$ cat src/rtl/exec_stage_p.sv
// exec_stage_p - parametrised EX pipeline stage.
// Sits between the ID/EX and EX/MEM pipeline registers. Single-cycle ALU,
// load/store address generation, conditional inc/dec, and an iterative
// shift-add multiplier that stalls upstream for XLEN+1 edges.
//
// Ports:
//   clk, rst_n               clock, asynchronous active-low reset
//   id_valid / id_ready      upstream handshake (accept when both high)
//   mem_stall                downstream stall, freezes all EX/MEM outputs
//   fwd_a_sel / fwd_b_sel    operand source: 0,3 IDEX, 1 EXMEMALUOut, 2 MEMWBValue
//   IDEXIR, IDEXA, IDEXB     instruction and register operands
//   MEMWBValue               write-back value for forwarding
//   EXMEMIR, EXMEMALUOut,
//   EXMEMB, ex_valid         registered EX/MEM outputs
//   ex_busy                  multiply in progress
//
// Assumes XLEN > 16 (immediate is sign-extended from IR[15:0]).
//
// state | meaning
// ------+-----------------------------------------------------------
// IDLE  | accepting instructions, single-cycle ops complete here
// MUL   | one shift-add step per cycle, counter runs XLEN -> 0
// DONE  | product ready, waits for mem_stall low to register it

module exec_stage_p #(
  parameter int          XLEN       = 32,
  parameter logic [5:0]  OP_ALU     = 6'd0,
  parameter logic [5:0]  OP_LW      = 6'd35,
  parameter logic [5:0]  OP_SW      = 6'd43,
  parameter logic [5:0]  OP_CINDC   = 6'd12,
  parameter logic [5:0]  OP_BEQINIT = 6'd4
) (
  input  logic            clk,
  input  logic            rst_n,
  input  logic            id_valid,
  output logic            id_ready,
  input  logic            mem_stall,
  input  logic [1:0]      fwd_a_sel,
  input  logic [1:0]      fwd_b_sel,
  input  logic [31:0]     IDEXIR,
  input  logic [XLEN-1:0] IDEXA,
  input  logic [XLEN-1:0] IDEXB,
  input  logic [XLEN-1:0] MEMWBValue,
  output logic [31:0]     EXMEMIR,
  output logic [XLEN-1:0] EXMEMALUOut,
  output logic [XLEN-1:0] EXMEMB,
  output logic            ex_valid,
  output logic            ex_busy
);

  localparam int CW  = $clog2(XLEN + 1);
  localparam int SHW = $clog2(XLEN);
  localparam logic [XLEN-1:0] XLEN_V  = XLEN'(XLEN);
  localparam logic [CW-1:0]   CNT_INI = CW'(XLEN);
  localparam logic [CW-1:0]   CNT_ONE = CW'(1);

  localparam logic [5:0] F_MUL  = 6'd24;
  localparam logic [5:0] F_ADD  = 6'd32;
  localparam logic [5:0] F_SUB  = 6'd34;
  localparam logic [5:0] F_XOR  = 6'd50;
  localparam logic [5:0] F_NAND = 6'd51;
  localparam logic [5:0] F_SGT  = 6'd52;
  localparam logic [5:0] F_SRL  = 6'd53;
  localparam logic [5:0] F_SLL  = 6'd54;

  typedef enum logic [1:0] {
    IDLE = 2'd0,
    MUL  = 2'd1,
    DONE = 2'd2
  } state_t;

  state_t          state;
  logic [XLEN-1:0] mul_a;
  logic [XLEN-1:0] mul_b;
  logic [XLEN-1:0] mul_acc;
  logic [31:0]     mul_ir;
  logic [CW-1:0]   mul_cnt;

  logic [XLEN-1:0] a_in;
  logic [XLEN-1:0] b_in;
  logic [XLEN-1:0] imm_sext;
  logic [XLEN-1:0] alu_res;
  logic [XLEN-1:0] b_res;
  logic            is_mul;
  logic            shamt_ok;
  logic [5:0]      opcode;
  logic [5:0]      funct;

  assign opcode   = IDEXIR[31:26];
  assign funct    = IDEXIR[5:0];
  assign imm_sext = {{(XLEN-16){IDEXIR[15]}}, IDEXIR[15:0]};
  assign id_ready = (state == IDLE) && !mem_stall;

  always_comb begin
    case (fwd_a_sel)
      2'd1:    a_in = EXMEMALUOut;
      2'd2:    a_in = MEMWBValue;
      default: a_in = IDEXA;
    endcase
    case (fwd_b_sel)
      2'd1:    b_in = EXMEMALUOut;
      2'd2:    b_in = MEMWBValue;
      default: b_in = IDEXB;
    endcase
  end

  // Shift amounts at or beyond the width flush the result to zero.
  assign shamt_ok = (b_in < XLEN_V);

  // Ops that do not produce a result default to holding the registered value.
  always_comb begin
    alu_res = EXMEMALUOut;
    b_res   = EXMEMB;
    is_mul  = 1'b0;
    case (opcode)
      OP_LW, OP_SW: begin
        alu_res = a_in + imm_sext;
        b_res   = b_in;
      end
      OP_ALU: begin
        case (funct)
          F_ADD:  alu_res = a_in + b_in;
          F_SUB:  alu_res = a_in - b_in;
          F_XOR:  alu_res = a_in ^ b_in;
          F_NAND: alu_res = ~(a_in & b_in);
          F_SGT:  alu_res = {{(XLEN-1){1'b0}}, (a_in > b_in)};
          F_SRL:  alu_res = shamt_ok ? (a_in >> b_in[SHW-1:0]) : '0;
          F_SLL:  alu_res = shamt_ok ? (a_in << b_in[SHW-1:0]) : '0;
          F_MUL:  is_mul  = 1'b1;
          default: alu_res = EXMEMALUOut;
        endcase
      end
      OP_CINDC: begin
        alu_res = (a_in != '0) ? (a_in - b_in) : (a_in + b_in);
        b_res   = b_in;
      end
      OP_BEQINIT: alu_res = EXMEMALUOut;
      default:    alu_res = EXMEMALUOut;
    endcase
  end

  always_ff @(posedge clk or negedge rst_n) begin
    if (!rst_n) begin
      state       <= IDLE;
      EXMEMIR     <= '0;
      EXMEMALUOut <= '0;
      EXMEMB      <= '0;
      ex_valid    <= 1'b0;
      ex_busy     <= 1'b0;
      mul_a       <= '0;
      mul_b       <= '0;
      mul_acc     <= '0;
      mul_ir      <= '0;
      mul_cnt     <= '0;
    end else begin
      case (state)
        IDLE: begin
          if (!mem_stall) begin
            if (id_valid && is_mul) begin
              mul_a    <= a_in;
              mul_b    <= b_in;
              mul_acc  <= '0;
              mul_ir   <= IDEXIR;
              mul_cnt  <= CNT_INI;
              ex_busy  <= 1'b1;
              state    <= MUL;
              EXMEMIR  <= '0;
              ex_valid <= 1'b0;
            end else if (id_valid) begin
              EXMEMIR     <= IDEXIR;
              EXMEMALUOut <= alu_res;
              EXMEMB      <= b_res;
              ex_valid    <= 1'b1;
            end else begin
              EXMEMIR  <= '0;
              ex_valid <= 1'b0;
            end
          end
        end

        MUL: begin
          // Iteration continues under mem_stall; only the outputs freeze.
          if (mul_b[0]) mul_acc <= mul_acc + mul_a;
          mul_a   <= mul_a << 1;
          mul_b   <= mul_b >> 1;
          mul_cnt <= mul_cnt - 1'b1;
          if (mul_cnt == CNT_ONE) state <= DONE;
          if (!mem_stall) begin
            EXMEMIR  <= '0;
            ex_valid <= 1'b0;
          end
        end

        DONE: begin
          if (!mem_stall) begin
            EXMEMALUOut <= mul_acc;
            EXMEMIR     <= mul_ir;
            ex_valid    <= 1'b1;
            ex_busy     <= 1'b0;
            state       <= IDLE;
          end
        end

        default: state <= IDLE;
      endcase
    end
  end

endmodule

$ cat config.mk
export PLATFORM = sky130hd
export DESIGN_NAME = exec_stage_p
export DESIGN_NICKNAME = d
export VERILOG_FILES = /design/src/rtl/exec_stage_p.sv
export SDC_FILE = /design/constraint.sdc
export NUM_CORES = 1
export LEC_CHECK = 0
export CORE_ASPECT_RATIO = 1.75
export CORE_MARGIN = 5
export CORE_UTILIZATION = 40
export CTS_BUF_LIST = sky130_fd_sc_hd__clkbuf_16
export DETAILED_ROUTE_END_ITERATION = 8
export DONT_BUFFER_PORTS = 1
export GPL_ROUTABILITY_DRIVEN = 1
export PLACE_DENSITY = 0.59
export SKIP_CTS_REPAIR_TIMING = 1
export SYNTH_ARGS = -nofsm -noshare
export SYNTH_HDL_FRONTEND = slang
export SYNTH_SLANG_ARGS = --single-unit
$ cat constraint.sdc
create_clock -name clk -period 11.6 [get_ports clk]
set_clock_uncertainty 0.05 [all_clocks]
set_input_delay 2.32 -clock clk [delete_from_list [all_inputs] [get_ports clk]]
set_output_delay 2.32 -clock clk [all_outputs]
set_load 0.01 [all_outputs]
==> flow_summary.toml, run 1 <==
[power_and_ir_drop]
ir_drop_uv = 139.9
power.density_nw_per_um2 = 231.3
power.leakage_nw = 10.30

[critical_path]
cp-end-kind = "register"
required_ns = 12.04
start_kind = "input pin"
crit_arrival_ns = 8.79
cp_slowest_cell = "o21ai_0"
critical_path_class = "input pin to register"
cpPeakStageDelay_ns = 0.87
cp_cell_sequence = "inv_1, ha_2, inv_1, o21ai_0, ha_1, clkinv_1, or3_1, a311oi_1, nor2_1, nor4_1, o21ai_0, nand3_1, o2111ai_1, o31a_1"
crit_fanout = 44

[logic_synthesis]
syn_area_um2 = 23010
synth_top_area_share_pct = 25.45
synth_area_leaders = "dfrtp_1, ha_1, a21oi_1"
synth_edf_count = 0
synthTopCellsByCount = "a21oi_1, o21ai_0, nor2_1, nand2_1, dfrtp_1"
yosysTopAreaCell = "dfrtp_1"
synth_nets = 3250
syn_area_per_cell_um2 = 7.736
synth_ff_type = "dfrtp_1"
ys_types = 93
ys_seq_elements = 234
ys_seq_area_share_pct = 25.45
yosys.cell_count.top_type = "a21oi_1"
synthCells = 2974
ys_warn_count = 0
async_flop_share_pct = 100.0

[global_route]
grt_usage_pct = 39.25
grt_overflow = 0
grt_pass1_wl_um = 178400
antenna_found_initial = 9
grt_max_degree = 235
grt_pass1_vias = 24110

[drt]
firstDrtPassIters = 6
drtAntennaViolNets = 0
drt_iter0_drc = 3033
drt_wl_total_um = 128200
route.detailed.drc = 0
via_count = 25110
via_per_inst = 6.855
wl_per_cell_um = 34.99

[die]
core_um2 = 57180
die_area_um2 = 62610
die_h_um = 327.3
ios = 235
start_util_pct = 40.23
row_count = 116
die_w_um = 191.3

[cts]
cts-root-buf = "clkbuf_16"
clockBufferDepth = 3
htree_num_levels = 1
insertion_delay_ns = 0.60
cts_tree = "yes"
clkTransAtPathRegs_ns = 0.08
cts_buffers = 26
cts_sinks = 234

[min_path]
hold_path_class = "register to register"

[sta]
drv_slew = 6
max_slew_margin_pct = -1.258
fmax_mhz = 119.7
timing.final.crit_share_pct = 71.99
tightest_slew_ns = 1.503
rsz0062_at_grt = "no"
layout_min_cycle_time_ns = 8.351
setup_tns_ns = 0
final_hold_viol_count = 0
setup_viol = 0

[placed_design]
finalWeightedCongestion = 1.081
numPortBuffers = 0
hpwl_um = 97690

[finish]
area_delta_synth_final_pct = 7.494
postLayoutCoreUtil_pct = 43.25
final_nets = 3141
multi_input_area_um2 = 15950
seq_area_um2 = 5856
n_fill_cell = 5906
final_layout_size_suffix_gt1_share_pct = 8.287

[run]
cap_violations = 1

[status]
violations = "max-capacitance violations, max-slew violations"
outcome = "complete, but fails checks"
## metrics by stage
step | hold WS, ns | cells | power [W] | area, µm² | worst slack [ns]
global route | 0.4315 | 3652 | 0.005989 | 24700 | 3.269
finish | 0.4170 | 3663 | 0.005720 | 24730 | 3.249
CTS | 0.4202 | 3651 | 0.005628 | 24700 | 3.696
floorplan | 0.3851 | 2974 | 0.003494 | 23010 | 4.891
detailed placement | 0.4062 | 3604 | 0.004667 | 23780 | 3.069
global placement | 0.3999 | 3604 | 0.004639 | 23780 | 3.031
## worst paths after layout
check                                           startpoint                     endpoint  slack (ns)  cells after the start
worst max-delay path                          fwd_b_sel[0]  EXMEMALUOut[29]$_DFFE_PN0P_        3.25                     14
worst min-delay path                 mul_ir[3]$_DFFE_PN0P_        mul_ir[3]$_DFFE_PN0P_        0.42                      1
worst max register to register  EXMEMALUOut[0]$_DFFE_PN0P_  EXMEMALUOut[27]$_DFFE_PN0P_        5.77                     15
worst min register to register       mul_ir[3]$_DFFE_PN0P_        mul_ir[3]$_DFFE_PN0P_        0.42                      1
max in group asynchronous                            rst_n      EXMEMIR[12]$_DFFE_PN0P_        9.77                      0
min in group asynchronous                            rst_n       EXMEMB[19]$_DFFE_PN0P_        1.38                      0
## critical path: cells and delay by family
kind,cells,cell delay [ns]
buffers and inverters,3,1.12
adder cells (fa/ha/maj),2,1.42
AND/OR/NAND/NOR,4,1.72
AO/OA/AOI/OAI,5,2.18
## cell families after synthesis
| logic type | Yosys count | share of synthesized area [%] |
|---|---|---|
| flops | 234 | 25.45 |
| buf+inv | 320 | 5.650 |
| simple gates | 891 | 18.92 |
| mux | 108 | 4.894 |
| fa+ha+maj | 140 | 7.744 |
| compound gates | 1149 | 32.32 |
| xor+xnor | 132 | 5.025 |
## where the power goes
part	switching [W]	leakage [nW]	total, W	internal (W)
clock	0.000412	0.464	0.000940	0.000528
sequential	0.000489	2.99	0.00160	0.00111
combinational	0.00212	6.84	0.00318	0.00106
total	0.00302	10.3	0.00572	0.00270
## sequential cells by signal, indices dropped and copies added (netlist names)
name,count
state,2
ex_valid,1
mul_ir,32
mul_a,32
ex_busy,1
mul_cnt,6
EXMEMB,32
mul_b,32
EXMEMIR,32
mul_acc,32
EXMEMALUOut,32
## placed cells by master, fill, tap and decap left out, drive strengths merged, types with 19 or more instances in the layout
master	instances
a21o	56
inv	101
a21oi	318
mux2	36
nand3	39
o21ai	296
dfrtp	234
ha	136
o21a	20
nand2b	25
nand2	246
buf	90
nand3b	26
a22oi	43
mux2i	72
nor4	44
clkbuf	26
a221o	37
xnor2	94
o31ai	26
a221oi	69
o22ai	22
nor2	264
a211oi	80
nor3	88
xor2	38
nor2b	59
o221ai	19
a31oi	26
o211ai	22
## routing by layer
layer	global-route usage, %	vias up	wire [µm]
met5	0	-	77
met4	32.75	8	13830
met3	9.286	514	12480
met2	62.44	1644	57640
met1	44.01	12090	44160
li1	-	10850	-
## layout make-up
| cell class | count | share of cell area, % |
|---|---|---|
| clock inverters | 21 | 1.062 |
| clock buffers | 26 | 2.631 |
| repair buffers | 90 | 2.732 |
| inverters | 93 | 1.411 |
| diodes | 12 | 0.1214 |
| well taps | 767 | 3.880 |
| multi-input cells | 2420 | 64.49 |
| flip-flops and latches | 234 | 23.68 |
Power figures use the tool's default switching activity.
==> inputs of run 2 (changes only) <==
==> constraint.sdc (replaced) <==
create_clock -name clk -period 8.7 [get_ports clk]
set_clock_uncertainty 0.05 [all_clocks]
set_input_delay 1.74 -clock clk [delete_from_list [all_inputs] [get_ports clk]]
set_output_delay 1.74 -clock clk [all_outputs]
set_load 0.01 [all_outputs]
==> run 2 against run 1 <==
  * Critical path type unchanged
  * Clock power grew 23%
  * Critical endpoint is now EXMEMALUOut[18]$_DFFE_PN0P_
  * Die area is the same
  * First-iteration DRC count shrank 16%
  * Worst hold slack gained 0.011 ns
  * Critical path depth shrank 2
  * Sequential power grew 32%
  * Combinational power grew 29%
  * Non-clock buffer count grew 8
  * The run ends with max-slew violations left
  * Clock-buffer cell count is the same
  * Via count shrank 1.7%
  * Flip-flop and latch count is the same
  * Highest routed layer unchanged
==> flow_summary.toml, run 2 (synthesis results as in run 1) <==
[status]
outcome = "complete, but fails checks"
violations = "max-slew violations"

[critical_path]
critical_path_class = "input pin to register"
rr_worst_depth = 13
rrSetupSlack_ns = 3.29
required_ns = 9.12
crit_arrival_ns = 7.18
rr_endpoint = "EXMEMALUOut[27]$_DFFE_PN0P_"
cp-end-kind = "register"
timing.rr.start = "EXMEMALUOut[2]$_DFFE_PN0P_"
crit_fanout = 20
start_kind = "input pin"

[placed_design]
hpwl_um = 94140
finalWeightedCongestion = 1.072
placed_cells = 3612
dp_slack_ns = 1.669
placed_cell_area_um2 = 23830
numPortBuffers = 0

[sta]
timing.final.crit_share_pct = 77.67
fmax_mhz = 148.0
final_hold_viol_count = 0
fin_ws_ns = 1.943
setup_tns_ns = 0
tightest_slew_ns = 1.578
setup_viol = 0
max_slew_margin_pct = -5.227
rsz0062_at_grt = "no"
drv_slew = 4
layout_min_cycle_time_ns = 6.757

[die]
row_count = 116
ios = 235
core_um2 = 57180
die_area_um2 = 62610
die_w_um = 191.3
start_util_pct = 40.23
die_h_um = 327.3

[drt]
route.met2.wl_um = 54800
highest_layer = "met5"
drt_wl_total_um = 121500
via_count = 24690
route.detailed.drc = 0
drt_iter0_drc = 2533
firstDrtPassIters = 7
wl_per_cell_um = 33.14
wl_met1_um = 41500
wl_met3_um = 12160
via_per_inst = 6.732
drtAntennaViolNets = 0

[power_and_ir_drop]
clkPwrFrac_pct = 15.8
power.density_nw_per_um2 = 298.0
power.switching_w = 0.003850
power.leakage_nw = 10.31
ir_drop_uv = 211.8
p_seq_share_pct = 28.7
switching_share_pct = 52.32
p_int_w = 0.003509
comb_power_share_pct = 55.6

[cts]
insertion_delay_ns = 0.62
cts_buffers = 26
cts_tree = "yes"
cts-root-buf = "clkbuf_16"
htree_num_levels = 1
clkTransAtPathRegs_ns = 0.07
clockBufferDepth = 3
cts_sinks = 234

[finish]
final_layout_size_suffix_gt1_share_pct = 8.368
final_cell_mix = "a21oi_1, o21ai_0, nor2_1, nand2_1, dfrtp_1"
final_common_cell = "a21oi_1"
area_delta_synth_final_pct = 7.347
final_nets = 3149
postLayoutCoreUtil_pct = 43.19
stdcell_area_um2 = 24700
instances_no_fill = 3667

[min_path]
hold_depth = 1
hold_path_class = "register to register"
min_to = "mul_ir[4]$_DFFE_PN0P_"
min_from = "mul_ir[4]$_DFFE_PN0P_"

[global_route]
grt_overflow = 0
grt_max_degree = 235
antenna_found_initial = 16
grt_pass1_wl_um = 170300
grt_usage_pct = 37.19
grt_pass1_vias = 23870

[run]
cap_violations = 0
[run 2: per-layer routing]
metal / global-route usage (%) / vias to the layer above
met5: 0 / -
met4: 30.69 / 6
met3: 10.09 / 497
met2: 59.45 / 1500
met1: 40.79 / 11830
li1: - / 10860
[run 2: area by class of cell]
class / instances / area, µm²
sequential: 234 / 5856
antenna: 8 / 20.02
fill: 5965 / 32490
inverter: 93 / 349.1
multi-input combinational: 2420 / 15930
clock buffer: 26 / 650.6
timing repair buffer: 98 / 735.7
clock inverter: 21 / 195.2
tap: 767 / 959.7
[run 2: worst max-delay path by stage]
stage | startpoint | end | slack (ns)
6_report | fwd_a_sel[1] | EXMEMALUOut[18]$_DFFE_PN0P_ | 1.94
4_1_cts | fwd_a_sel[0] | EXMEMALUOut[27]$_DFFE_PN0P_ | 2.26
3_5_place_dp | fwd_a_sel[0] | EXMEMALUOut[27]$_DFFE_PN0P_ | 1.67
3_3_place_gp | fwd_b_sel[0] | EXMEMALUOut[22]$_DFFE_PN0P_ | 1.71
2_1_floorplan | fwd_b_sel[0] | EXMEMALUOut[12]$_DFFE_PN0P_ | 2.57
5_1_grt | fwd_a_sel[0] | EXMEMALUOut[27]$_DFFE_PN0P_ | 1.84
[run 2: critical path: stages]
cell	delay (ns)
inv_1	0.02
ha_1	0.46
buf_4	0.33
a221oi_1	1.27
nor2_1	0.45
mux2_2	0.46
a21oi_1	0.82
o22ai_1	0.19
o21ai_0	0.94
o211ai_1	0.17
o21ai_0	0.19
a31oi_1	0.11
[run 2: per-stage QoR]
stage / hold slack [ns] / power [W]
2_1_floorplan: 0.3851 / 0.004658
6_report: 0.4282 / 0.007359
3_3_place_gp: 0.4013 / 0.006043
4_1_cts: 0.4266 / 0.007268
3_5_place_dp: 0.4063 / 0.006081
5_1_grt: 0.4464 / 0.007759
[run 2: power groups by stage]
stage	clock network [W]	logic [W]	registers, W
after floorplan	0	0.00284	0.00182
after global placement	0	0.00394	0.00210
after detailed placement	0	0.00397	0.00211
after CTS	0.00119	0.00399	0.00209
after global routing	0.00121	0.00440	0.00215
final	0.00116	0.00409	0.00211
